**config.mk**
```make
export PLATFORM = sky130hd
export DESIGN_NAME = rob_alloc_ctrl
export DESIGN_NICKNAME = d
export VERILOG_FILES = /design/src/rtl/rob_alloc_ctrl_pkg.sv /design/src/rtl/rob_alloc_ctrl_live_chk.sv /design/src/rtl/rob_alloc_ctrl.sv
export SDC_FILE = /design/constraint.sdc
export NUM_CORES = 1
export LEC_CHECK = 0
export CORE_UTILIZATION = 38
export DETAILED_ROUTE_END_ITERATION = 10
export PLACE_DENSITY = 0.65
export SLEW_MARGIN = 40
export SYNTH_ARGS = -nofsm -noshare
export SYNTH_HDL_FRONTEND = slang
export SYNTH_SLANG_ARGS = --single-unit
```
**constraint.sdc**
```tcl
create_clock -name clk -period 3.7 [get_ports clk]
set_input_delay 0.555 -clock clk [delete_from_list [all_inputs] [get_ports clk]]
set_output_delay 0.555 -clock clk [all_outputs]
set_load 0.005 [all_outputs]
```
**src/rtl/rob_alloc_ctrl_pkg.sv**
```systemverilog
// Shared types and constants for the ROB allocation/retirement controller.
package rob_alloc_ctrl_pkg;

  localparam int ROB_DEPTH_C = 32;
  localparam int ROB_IDX_W_C = $clog2(ROB_DEPTH_C);

  // Entry index and wrap-extended pointer for the default depth.
  typedef logic [ROB_IDX_W_C-1:0] rob_idx_t;
  typedef logic [ROB_IDX_W_C:0]   rob_ptr_t;

  // RUN: normal operation; RECOVER: one quiet cycle after a squash.
  typedef enum logic {
    ROB_RUN     = 1'b0,
    ROB_RECOVER = 1'b1
  } rob_ctrl_state_e;

endpackage

```
**src/rtl/rob_alloc_ctrl_live_chk.sv**
```systemverilog
// Combinational "index lies in [head, tail)" test on wrap-extended pointers.
// The index is live when its distance from head is below the occupancy.
module rob_ptr_live_chk #(
  parameter int IDX_W = 5
) (
  input  logic [IDX_W:0]   i_head_ptr,
  input  logic [IDX_W:0]   i_tail_ptr,
  input  logic [IDX_W-1:0] i_idx,
  output logic             o_live
);

  logic [IDX_W:0]   w_count;
  logic [IDX_W-1:0] w_offset;

  assign w_count  = i_tail_ptr - i_head_ptr;
  // Modulo-depth distance from the oldest entry.
  assign w_offset = i_idx - i_head_ptr[IDX_W-1:0];
  assign o_live   = ({1'b0, w_offset} < w_count);

endmodule

```
**src/rtl/rob_alloc_ctrl.sv**
```systemverilog
// ROB allocation and retirement controller: owns head/tail pointers, the
// per-entry completion bits and the RUN/RECOVER state.
//
// Handshakes: an allocation happens on a cycle where disp_valid && disp_ready,
// a retirement on a cycle where commit_valid && commit_ready. Both *_valid /
// *_ready outputs depend only on registered state plus flush_valid, never on
// the partner's valid/ready input, so no combinational loop can form.
module rob_alloc_ctrl
  import rob_alloc_ctrl_pkg::*;
#(
  parameter int ROB_DEPTH = ROB_DEPTH_C,
  parameter int IDX_W     = $clog2(ROB_DEPTH)
) (
  input  logic             clk,
  input  logic             rst_n,
  input  logic             disp_valid,
  output logic             disp_ready,
  output logic [IDX_W-1:0] disp_rob_idx,
  input  logic             wb_valid,
  input  logic [IDX_W-1:0] wb_rob_idx,
  output logic             commit_valid,
  input  logic             commit_ready,
  output logic [IDX_W-1:0] commit_rob_idx,
  input  logic             flush_valid,
  input  logic             flush_all,
  input  logic [IDX_W-1:0] flush_rob_idx,
  output logic [IDX_W:0]   rob_count,
  output logic             rob_empty,
  output logic             rob_full,
  output rob_ctrl_state_e  dbg_state
);

  localparam logic [IDX_W:0] PTR_ONE = {{IDX_W{1'b0}}, 1'b1};

  logic [IDX_W:0]     r_head;
  logic [IDX_W:0]     r_tail;
  logic [ROB_DEPTH-1:0] r_done;
  rob_ctrl_state_e    r_state;
  rob_ctrl_state_e    w_state_nxt;

  logic [IDX_W:0]   w_head_nxt;
  logic [IDX_W:0]   w_tail_nxt;
  logic [IDX_W-1:0] w_head_idx;
  logic [IDX_W-1:0] w_tail_idx;
  logic [IDX_W-1:0] w_flush_off;
  logic             w_empty;
  logic             w_full;
  logic             w_run;
  logic             w_alloc;
  logic             w_commit;
  logic             w_wb_live;
  logic             w_flush_live;

  assign w_head_idx = r_head[IDX_W-1:0];
  assign w_tail_idx = r_tail[IDX_W-1:0];
  assign w_empty    = (r_head == r_tail);
  assign w_full     = (w_head_idx == w_tail_idx) && (r_head[IDX_W] != r_tail[IDX_W]);
  assign w_run      = (r_state == ROB_RUN);

  assign disp_ready     = w_run && !w_full && !flush_valid;
  assign disp_rob_idx   = w_tail_idx;
  assign commit_valid   = w_run && !w_empty && r_done[w_head_idx] && !flush_valid;
  assign commit_rob_idx = w_head_idx;
  assign rob_count      = r_tail - r_head;
  assign rob_empty      = w_empty;
  assign rob_full       = w_full;
  assign dbg_state      = r_state;

  assign w_alloc     = disp_valid && disp_ready;
  assign w_commit    = commit_valid && commit_ready;
  assign w_flush_off = flush_rob_idx - w_head_idx;

  // Writeback is only honoured for entries that are currently allocated.
  rob_ptr_live_chk #(.IDX_W(IDX_W)) u_wb_live (
    .i_head_ptr (r_head),
    .i_tail_ptr (r_tail),
    .i_idx      (wb_rob_idx),
    .o_live     (w_wb_live)
  );

  // A partial flush must name a surviving entry to move the tail.
  rob_ptr_live_chk #(.IDX_W(IDX_W)) u_flush_live (
    .i_head_ptr (r_head),
    .i_tail_ptr (r_tail),
    .i_idx      (flush_rob_idx),
    .o_live     (w_flush_live)
  );

  // Next pointer values; a flush overrides dispatch and commit.
  always_comb begin
    w_head_nxt = r_head;
    w_tail_nxt = r_tail;
    if (flush_valid) begin
      if (flush_all) begin
        w_tail_nxt = r_head;
      end else if (w_flush_live) begin
        w_tail_nxt = r_head + {1'b0, w_flush_off} + PTR_ONE;
      end
    end else begin
      if (w_alloc)  w_tail_nxt = r_tail + PTR_ONE;
      if (w_commit) w_head_nxt = r_head + PTR_ONE;
    end
  end

  // Pointer registers.
  always_ff @(posedge clk or negedge rst_n) begin
    if (!rst_n) begin
      r_head <= '0;
      r_tail <= '0;
    end else begin
      r_head <= w_head_nxt;
      r_tail <= w_tail_nxt;
    end
  end

  // Completion bits: cleared on allocation, set by writeback to a live entry.
  // The allocated slot is never live, so the two updates cannot collide.
  always_ff @(posedge clk or negedge rst_n) begin
    if (!rst_n) begin
      r_done <= '0;
    end else begin
      if (w_alloc) r_done[w_tail_idx] <= 1'b0;
      if (wb_valid && w_wb_live) r_done[wb_rob_idx] <= 1'b1;
    end
  end

  // Controller state register.
  always_ff @(posedge clk or negedge rst_n) begin
    if (!rst_n) begin
      r_state <= ROB_RUN;
    end else begin
      r_state <= w_state_nxt;
    end
  end

  // Next state: any flush parks the controller in RECOVER for a cycle.
  always_comb begin
    w_state_nxt = r_state;
    case (r_state)
      ROB_RUN:     if (flush_valid)  w_state_nxt = ROB_RECOVER;
      ROB_RECOVER: if (!flush_valid) w_state_nxt = ROB_RUN;
      default:     w_state_nxt = ROB_RUN;
    endcase
  end

endmodule

```
==> load_flow_metrics.sql, run 1 <==
INSERT INTO impl_metrics (metric_group, metric, value, unit) VALUES
('pwr', 'internal-power', '2.32', 'mW'),
('pwr', 'p_sw', '2.14', 'mW'),
('worst_setup_path', 'setup.worst_path.class', 'in2reg', ''),
('finish', 'ff_latch_area', '1130', 'µm²'),
('pwr', 'share_seq_of_total_power', '20.5', '%'),
('detailed_routing', 'iter_0_drt_violations', '188', ''),
('place', 'numPlacedInstances', '531', ''),
('finish', 'final_design_area_no_fill', '4100', 'µm²'),
('clock_tree', 'numClockSinks', '45', ''),
('detailed_routing', 'drt.antenna.violating_nets', '0', ''),
('floorplanning', 'die_h', '98.2', 'µm'),
('detailed_routing', 'post_drt_wl_per_cell', '18.5', 'µm'),
('hold_path', 'min_delay_path_class', 'in2async', ''),
('synth', 'dominantRegCellSynth', 'sky130_fd_sc_hd__dfrtp_1', ''),
('place', 'global_placer_s_final_weighted_congestion', '0.869', ''),
('synth', 'synth_edf_count', '0', ''),
('synth', 'async_set_or_reset_register_ratio_after_synthesis', '100', '%'),
('synth', 'muxShareOfSynthArea', '4.88', '%'),
('clock_tree', 'cts.repair_timing.setup_buffer_count', '0', ''),
('sta', 'rsz0062_at_grt', 'false', ''),
('detailed_routing', 'detail_route.vias_per_cell', '5.80', ''),
('global_route', 'global_route.overflow_total', '0', ''),
('clock_tree', 'htree_levels', '2', ''),
('floorplanning', 'core_region_area', '8850', 'µm²'),
('pwr', 'power.share.switching', '47.9', '%'),
('clock_tree', 'clk_root_buffer_cell', 'sky130_fd_sc_hd__clkbuf_8', ''),
('clock_tree', 'ctsResizeCount', '0', ''),
('finish', 'multiInputGateArea', '2160', 'µm²'),
('floorplanning', 'die_area', '9630', 'µm²'),
('sta', 'finalSetupViolations', '0', ''),
('clock_tree', 'clkLatencyLatePin', '0.31', 'ns'),
('worst_setup_path', 'r2r_start', 'r_tail[0]', ''),
('sta', 'worst_slew_pin_slew', '0.769', 'ns'),
('finish', 'antenna_cells', '0', ''),
('sta', 'report.final.slew_viol_count', '0', ''),
('floorplanning', 'chipWidth', '98.2', 'µm'),
('clock_tree', 'max-clock-path-buffers', '2', ''),
('worst_setup_path', 'path_max_fanout', '8', ''),
('place', 'buffers_added_on_ports', '37', ''),
('pwr', 'combinational_power_share', '72.0', '%'),
('worst_setup_path', 'cp.arrival', '3.62', 'ns'),
('detailed_routing', 'vias', '3124', ''),
('finish', 'nets', '482', ''),
('synth', 'synth-warning-count', '0', ''),
('floorplanning', 'initial_util', '39.7', '%'),
('floorplanning', 'rows', '34', ''),
('synth', 'yosys.cell_types.count', '52', ''),
('place', 'placed_area', '4000', 'µm²'),
('sta', 'timing.final.hold_violations', '0', ''),
('flow_run', 'maxCapViolCount', '0', ''),
('finish', 'n_fill_cell', '893', ''),
('finish', 'fin_util', '46.4', '%'),
('pwr', 'power_frac_clock', '7.5', '%'),
('detailed_routing', 'route.detailed.drc', '0', ''),
('place', 'dpl.hpwl', '7290', 'µm'),
('clock_tree', 'tritoncts', 'built', ''),
('synth', 'synthSimpleGateAreaFrac', '19.0', '%'),
('floorplanning', 'num_io_pins', '38', ''),
('run_status', 'result_of_the_run', 'completed', ''),
('worst_setup_path', 'cp_slowest_cell', 'sky130_fd_sc_hd__nor4b_4', ''),
('sta', 'setup-tns-final', '0', 'ns'),
('synth', 'synth_top_family_by_area', 'simple AND/OR/NAND/NOR gates', ''),
('global_route', 'grt_start_max_net_pins', '46', ''),
('sta', 'max-slew-margin-rel', '48.2', '%'),
('worst_setup_path', 'biggest_cell_delay_along_the_critical_path', '0.45', 'ns'),
('synth', 'mapped_nets', '447', ''),
('sta', 'timing.fmax', '0.292', 'GHz'),
('detailed_routing', 'detail_route.first_pass.iterations', '7', ''),
('synth', 'mappedNetlistArea', '3510', 'µm²'),
('worst_setup_path', 'critPathLaunchType', 'primary input', ''),
('global_route', 'grt_pass1_vias', '3144', '');
cell type report:
class / instances / area share (%)
Sequential cell: 45 / 27.4
Inverter: 22 / 2.01
Multi-Input combinational cell: 301 / 52.6
Tap cell: 108 / 3.29
Timing Repair Buffer: 55 / 12.3
Clock inverter: 2 / 0.396
Clock buffer: 6 / 2.01
kinds of logic after synthesis:
| kind of cell | after synthesis |
|---|---|
| xor gates and xnor gates | 23 |
| DFF | 45 |
| adders and majority gates | 35 |
| buffers and inverters | 49 |
| muxes | 17 |
| AOI/OAI and AO/OA | 92 |
| and+or+nand+nor | 134 |
worst max-delay path: cells and delay by family:
family	cells	cell delay, ns
fa+ha+maj	3	0.86
simple gates	3	0.63
xor+xnor	1	0.13
buf+inv	3	0.59
compound gates	5	0.84
layout by cell type (no fill, tap or decap), types with 6 or more instances in the layout:
cell type                         count
sky130_fd_sc_hd__a21o_1               6
sky130_fd_sc_hd__a21oi_1             17
sky130_fd_sc_hd__a22oi_1              6
sky130_fd_sc_hd__a32o_1              14
sky130_fd_sc_hd__buf_4               19
sky130_fd_sc_hd__clkbuf_8             6
sky130_fd_sc_hd__clkdlybuf4s50_1     36
sky130_fd_sc_hd__dfrtp_1             45
sky130_fd_sc_hd__ha_1                31
sky130_fd_sc_hd__inv_1               22
sky130_fd_sc_hd__mux2i_1             16
sky130_fd_sc_hd__nand2_1             54
sky130_fd_sc_hd__nand3_1              6
sky130_fd_sc_hd__nor2_1              24
sky130_fd_sc_hd__nor3_1              10
sky130_fd_sc_hd__o21ai_0             27
sky130_fd_sc_hd__xnor2_1             16
sky130_fd_sc_hd__xor2_1               6
flip-flops by register name, indices dropped and copies added (netlist names):
signal     cells
r_head         6
dbg_state      1
r_done        32
r_tail         6
routing by layer:
metal  global-route usage, %  up-vias  part of all wire (%)
met4                    6.20        0                   1.1
met3                    2.72       11                   6.4
met5                       0        -                     0
li1                        -     1472                     -
met2                    35.8      100                    48
met1                    29.0     1541                    45
cell usage after synthesis, drive strengths merged, types with 4 or more instances:
cell	number	share of area [%]
a21oi	17	2.4
o21ai	27	3.8
nor2	24	2.6
nand2	54	5.8
a211oi	4	0.85
dfrtp	45	32
fa	4	2.3
nor3	10	1.4
a22oi	6	1.3
ha	31	11
nor4	5	0.89
inv	22	2.4
clkbuf	12	1.3
buf	15	3.1
nor2b	6	1.1
a21o	6	1.3
nand3b	4	0.85
xnor2	16	4.0
xor2	7	2.0
a221oi	5	1.2
mux2i	16	4.6
nand4	4	0.71
nand3	6	0.85
a32o	14	4.0
through the flow:
stage | worst slack [ns] | power, mW
finish | 0.281 | 4.46
detailed placement | -0.0135 | 4.10
global placement | 0.145 | 3.99
global route | 0.0860 | 4.84
CTS | 0.288 | 4.45
floorplan | 0.683 | 3.02
power by group through the flow:
stage | Combinational, mW | Sequential [mW] | Clock, mW
after floorplan | 2.14 | 0.884 | 0
after global placement | 3.08 | 0.909 | 0
after detailed placement | 3.18 | 0.919 | 0
after CTS | 3.19 | 0.908 | 0.345
after global routing | 3.54 | 0.941 | 0.361
final | 3.21 | 0.913 | 0.335
final timing paths:
check                      cells after the start        end  slack (ns)
max                                           15  r_tail[4]        0.28
min                                            1  r_head[2]        0.26
max reg2reg                                   15  r_tail[4]        0.43
min reg2reg                                    2  r_done[5]        0.49
max in group asynchronous                      1  r_head[3]        3.03
min in group clk                               2  r_done[5]        0.49
Note: power is estimated with default switching activity, not from simulation.
==> run 2: changes to the inputs <==
Settings changed: CORE_ASPECT_RATIO from default to 0.7.
==> load_flow_metrics.sql, run 2 (synthesis gave the netlist of run 1 again) <==
INSERT INTO impl_metrics (metric_group, metric, value, unit) VALUES
('detailed_routing', 'detail_route.first_pass.iterations', '6', ''),
('clock_tree', 'cts.repair_timing.setup_buffer_count', '0', ''),
('detailed_routing', 'postRouteWirelength', '10400', 'µm'),
('clock_tree', 'numCtsBuffers', '5', ''),
('clock_tree', 'ctsResizeCount', '0', ''),
('clock_tree', 'tritoncts', 'built', ''),
('pwr', 'power.density_cell_area', '1130', 'nW/µm²'),
('floorplanning', 'chipWidth', '117', 'µm'),
('worst_setup_path', 'cp.arrival', '2.85', 'ns'),
('sta', 'max-slew-margin-rel', '49.2', '%'),
('global_route', 'global_route.overflow_total', '0', ''),
('finish', 'ff_latch_area', '1130', 'µm²'),
('worst_setup_path', 'r2r_start', 'r_head[0]', ''),
('global_route', 'grt_start_max_net_pins', '46', ''),
('clock_tree', 'htree_levels', '2', ''),
('sta', 'timing.final.hold_violations', '0', ''),
('detailed_routing', 'iter_0_drt_violations', '271', ''),
('place', 'global_placer_s_final_weighted_congestion', '0.894', ''),
('hold_path', 'min_delay_path_class', 'in2async', ''),
('worst_setup_path', 'timing.reg2reg.worst_path_depth', '14', ''),
('clock_tree', 'clk_pin_slew_worst_paths', '0.06', 'ns'),
('floorplanning', 'die_h', '82.5', 'µm'),
('place', 'pre_cts_slack', '0.0266', 'ns'),
('finish', 'largest_register_ffs', '32', ''),
('pwr', 'max-vdd-ir-drop', '879', 'µV'),
('sta', 'final_min_period_over_clock_period', '92.0', '%'),
('finish', 'layout.cells.most_common', 'sky130_fd_sc_hd__nand2_1', ''),
('sta', 'finalSetupViolations', '0', ''),
('sta', 'setup-tns-final', '0', 'ns'),
('global_route', 'grt_antenna_before_repair', '0', ''),
('pwr', 'standby_leakage_power', '1.83', 'nW'),
('global_route', 'grt_pass1_vias', '2925', ''),
('clock_tree', 'cts_hold_buffers', '0', ''),
('worst_setup_path', 'reg2reg_to', 'r_tail[2]', ''),
('worst_setup_path', 'path_max_fanout', '19', ''),
('sta', 'fin_ws', '0.296', 'ns'),
('finish', 'most-common-layout-cells', 'sky130_fd_sc_hd__nand2_1 (54), sky130_fd_sc_hd__dfrtp_1 (45), sky130_fd_sc_hd__clkdlybuf4s50_1 (36)', ''),
('sta', 'timing.fmax', '0.294', 'GHz'),
('finish', 'nets', '481', ''),
('floorplanning', 'rows', '28', ''),
('worst_setup_path', 'crit_path_end_kind', 'output pin', ''),
('clock_tree', 'clkLatencyLatePin', '0.29', 'ns'),
('finish', 'n_fill_cell', '869', ''),
('run_status', 'result_of_the_run', 'completed', ''),
('floorplanning', 'die_area', '9640', 'µm²'),
('finish', 'syn_to_final_growth', '18.9', '%'),
('finish', 'antenna_cells', '0', ''),
('global_route', 'groute.usage.overall', '23.5', '%'),
('finish', 'max_flop_register', 'r_done', ''),
('detailed_routing', 'drt.antenna.violating_nets', '0', ''),
('clock_tree', 'max-clock-path-buffers', '2', ''),
('clock_tree', 'clk_root_buffer_cell', 'sky130_fd_sc_hd__clkbuf_16', ''),
('finish', 'multiInputGateArea', '2150', 'µm²'),
('clock_tree', 'numClockSinks', '45', ''),
('worst_setup_path', 'biggest_cell_delay_along_the_critical_path', '0.54', 'ns'),
('worst_setup_path', 'critical-path-top-cell-by-count', 'sky130_fd_sc_hd__buf_4', ''),
('place', 'dpl.hpwl', '8020', 'µm'),
('sta', 'period_minus_slack', '3.40', 'ns'),
('floorplanning', 'initial_util', '40.3', '%'),
('sta', 'clock_skew', '0.00386', 'ns'),
('detailed_routing', 'post_drt_wl_per_cell', '19.0', 'µm'),
('worst_setup_path', 'regToRegSetupSlack', '0.33', 'ns'),
('detailed_routing', 'route.detailed.drc', '0', ''),
('sta', 'report.final.slew_viol_count', '0', ''),
('sta', 'rsz0062_at_grt', 'false', ''),
('worst_setup_path', 'setup.worst_path.class', 'reg2out', ''),
('global_route', 'grt_pass1_wl', '16400', 'µm'),
('finish', 'top_regs', 'r_done x32, r_head x6, r_tail x6', ''),
('sta', 'worst_slew_pin_slew', '0.755', 'ns'),
('worst_setup_path', 'cp_slowest_cell', 'sky130_fd_sc_hd__clkdlybuf4s50_1', ''),
('detailed_routing', 'vias', '3171', ''),
('floorplanning', 'core_region_area', '8720', 'µm²'),
('worst_setup_path', 'worstPathCellList', 'buf_4, mux2i_1, a22oi_1, nand4_1, a21oi_1, a211oi_1, buf_4, nor4_1, clkdlybuf4s50_1', ''),
('worst_setup_path', 'worst_ep_required_time', '3.14', 'ns'),
('detailed_routing', 'detail_route.vias_per_cell', '5.77', ''),
('flow_run', 'maxCapViolCount', '0', ''),
('place', 'buffers_added_on_ports', '37', ''),
('finish', 'final_layout_size_suffix_gt1_share', '8.14', '%'),
('worst_setup_path', 'critPathLaunchType', 'flop', ''),
('floorplanning', 'num_io_pins', '38', '');
[run 2: cell count changes in the layout (fill, tap and decap cells not counted)]
cell / change
sky130_fd_sc_hd__clkbuf_1: +1
sky130_fd_sc_hd__nor4_2: -1
sky130_fd_sc_hd__clkinvlp_4: -1
sky130_fd_sc_hd__inv_6: -1
sky130_fd_sc_hd__nor4_1: +1
sky130_fd_sc_hd__clkbuf_8: -5
sky130_fd_sc_hd__buf_4: -1
sky130_fd_sc_hd__bufinv_16: +1
sky130_fd_sc_hd__clkbuf_16: +5
[run 2: cell type report]
cell class / instances / area share (%)
Clock buffer: 7 / 3.41
Clock inverter: 1 / 0.719
Inverter: 22 / 1.98
Multi-Input combinational cell: 301 / 51.5
Sequential cell: 45 / 27.0
Tap cell: 120 / 3.59
Timing Repair Buffer: 54 / 11.9
[run 2: how the worst max path moves through the flow]
stage,from,to,depth (start not counted)
6_report,r_head[0],commit_valid,9
2_1_floorplan,r_tail[0],r_tail[0],15
3_5_place_dp,flush_rob_idx[0],r_tail[2],15
4_1_cts,flush_rob_idx[0],r_tail[2],15
3_3_place_gp,flush_rob_idx[0],r_tail[4],15
5_1_grt,flush_rob_idx[0],r_tail[2],15
[run 2: layer usage]
layer  vias to the layer above  part of all wire, %  global-route usage, %
met2                       150                   40                   32.8
li1                       1476                    -                      -
met5                         -                    0                      0
met3                        10                   10                   6.57
met1                      1535                   49                   35.8
met4                         0                 0.71                   4.18
[run 2: power breakdown]
part           internal (mW)  switching [mW]
clock network          0.338           0.191
logic                   1.44            1.80
registers              0.731           0.210
[run 2: critical path, delay by kind of cell, from the launching register on]
family,cells,cell delay [ns]
AOI/OAI and AO/OA,3,0.51
muxes,1,0.13
and+or+nand+nor,2,0.27
DFF,1,0.53
buffers and inverters,3,1.09
[run 2: metrics by stage]
stage / std cells / util (%) / cell area, µm² / power, mW / hold slack [ns]
after floorplan: 395 / - / 3510 / 3.02 / 0.259
after global placement: 542 / 45.9 / 4000 / 4.05 / 0.474
after detailed placement: 542 / 45.9 / 4010 / 4.13 / 0.474
after CTS: 550 / 47.9 / 4180 / 4.67 / 0.296
after global routing: 550 / 47.9 / 4180 / 5.11 / 0.318
final: 550 / 47.9 / 4180 / 4.70 / 0.261
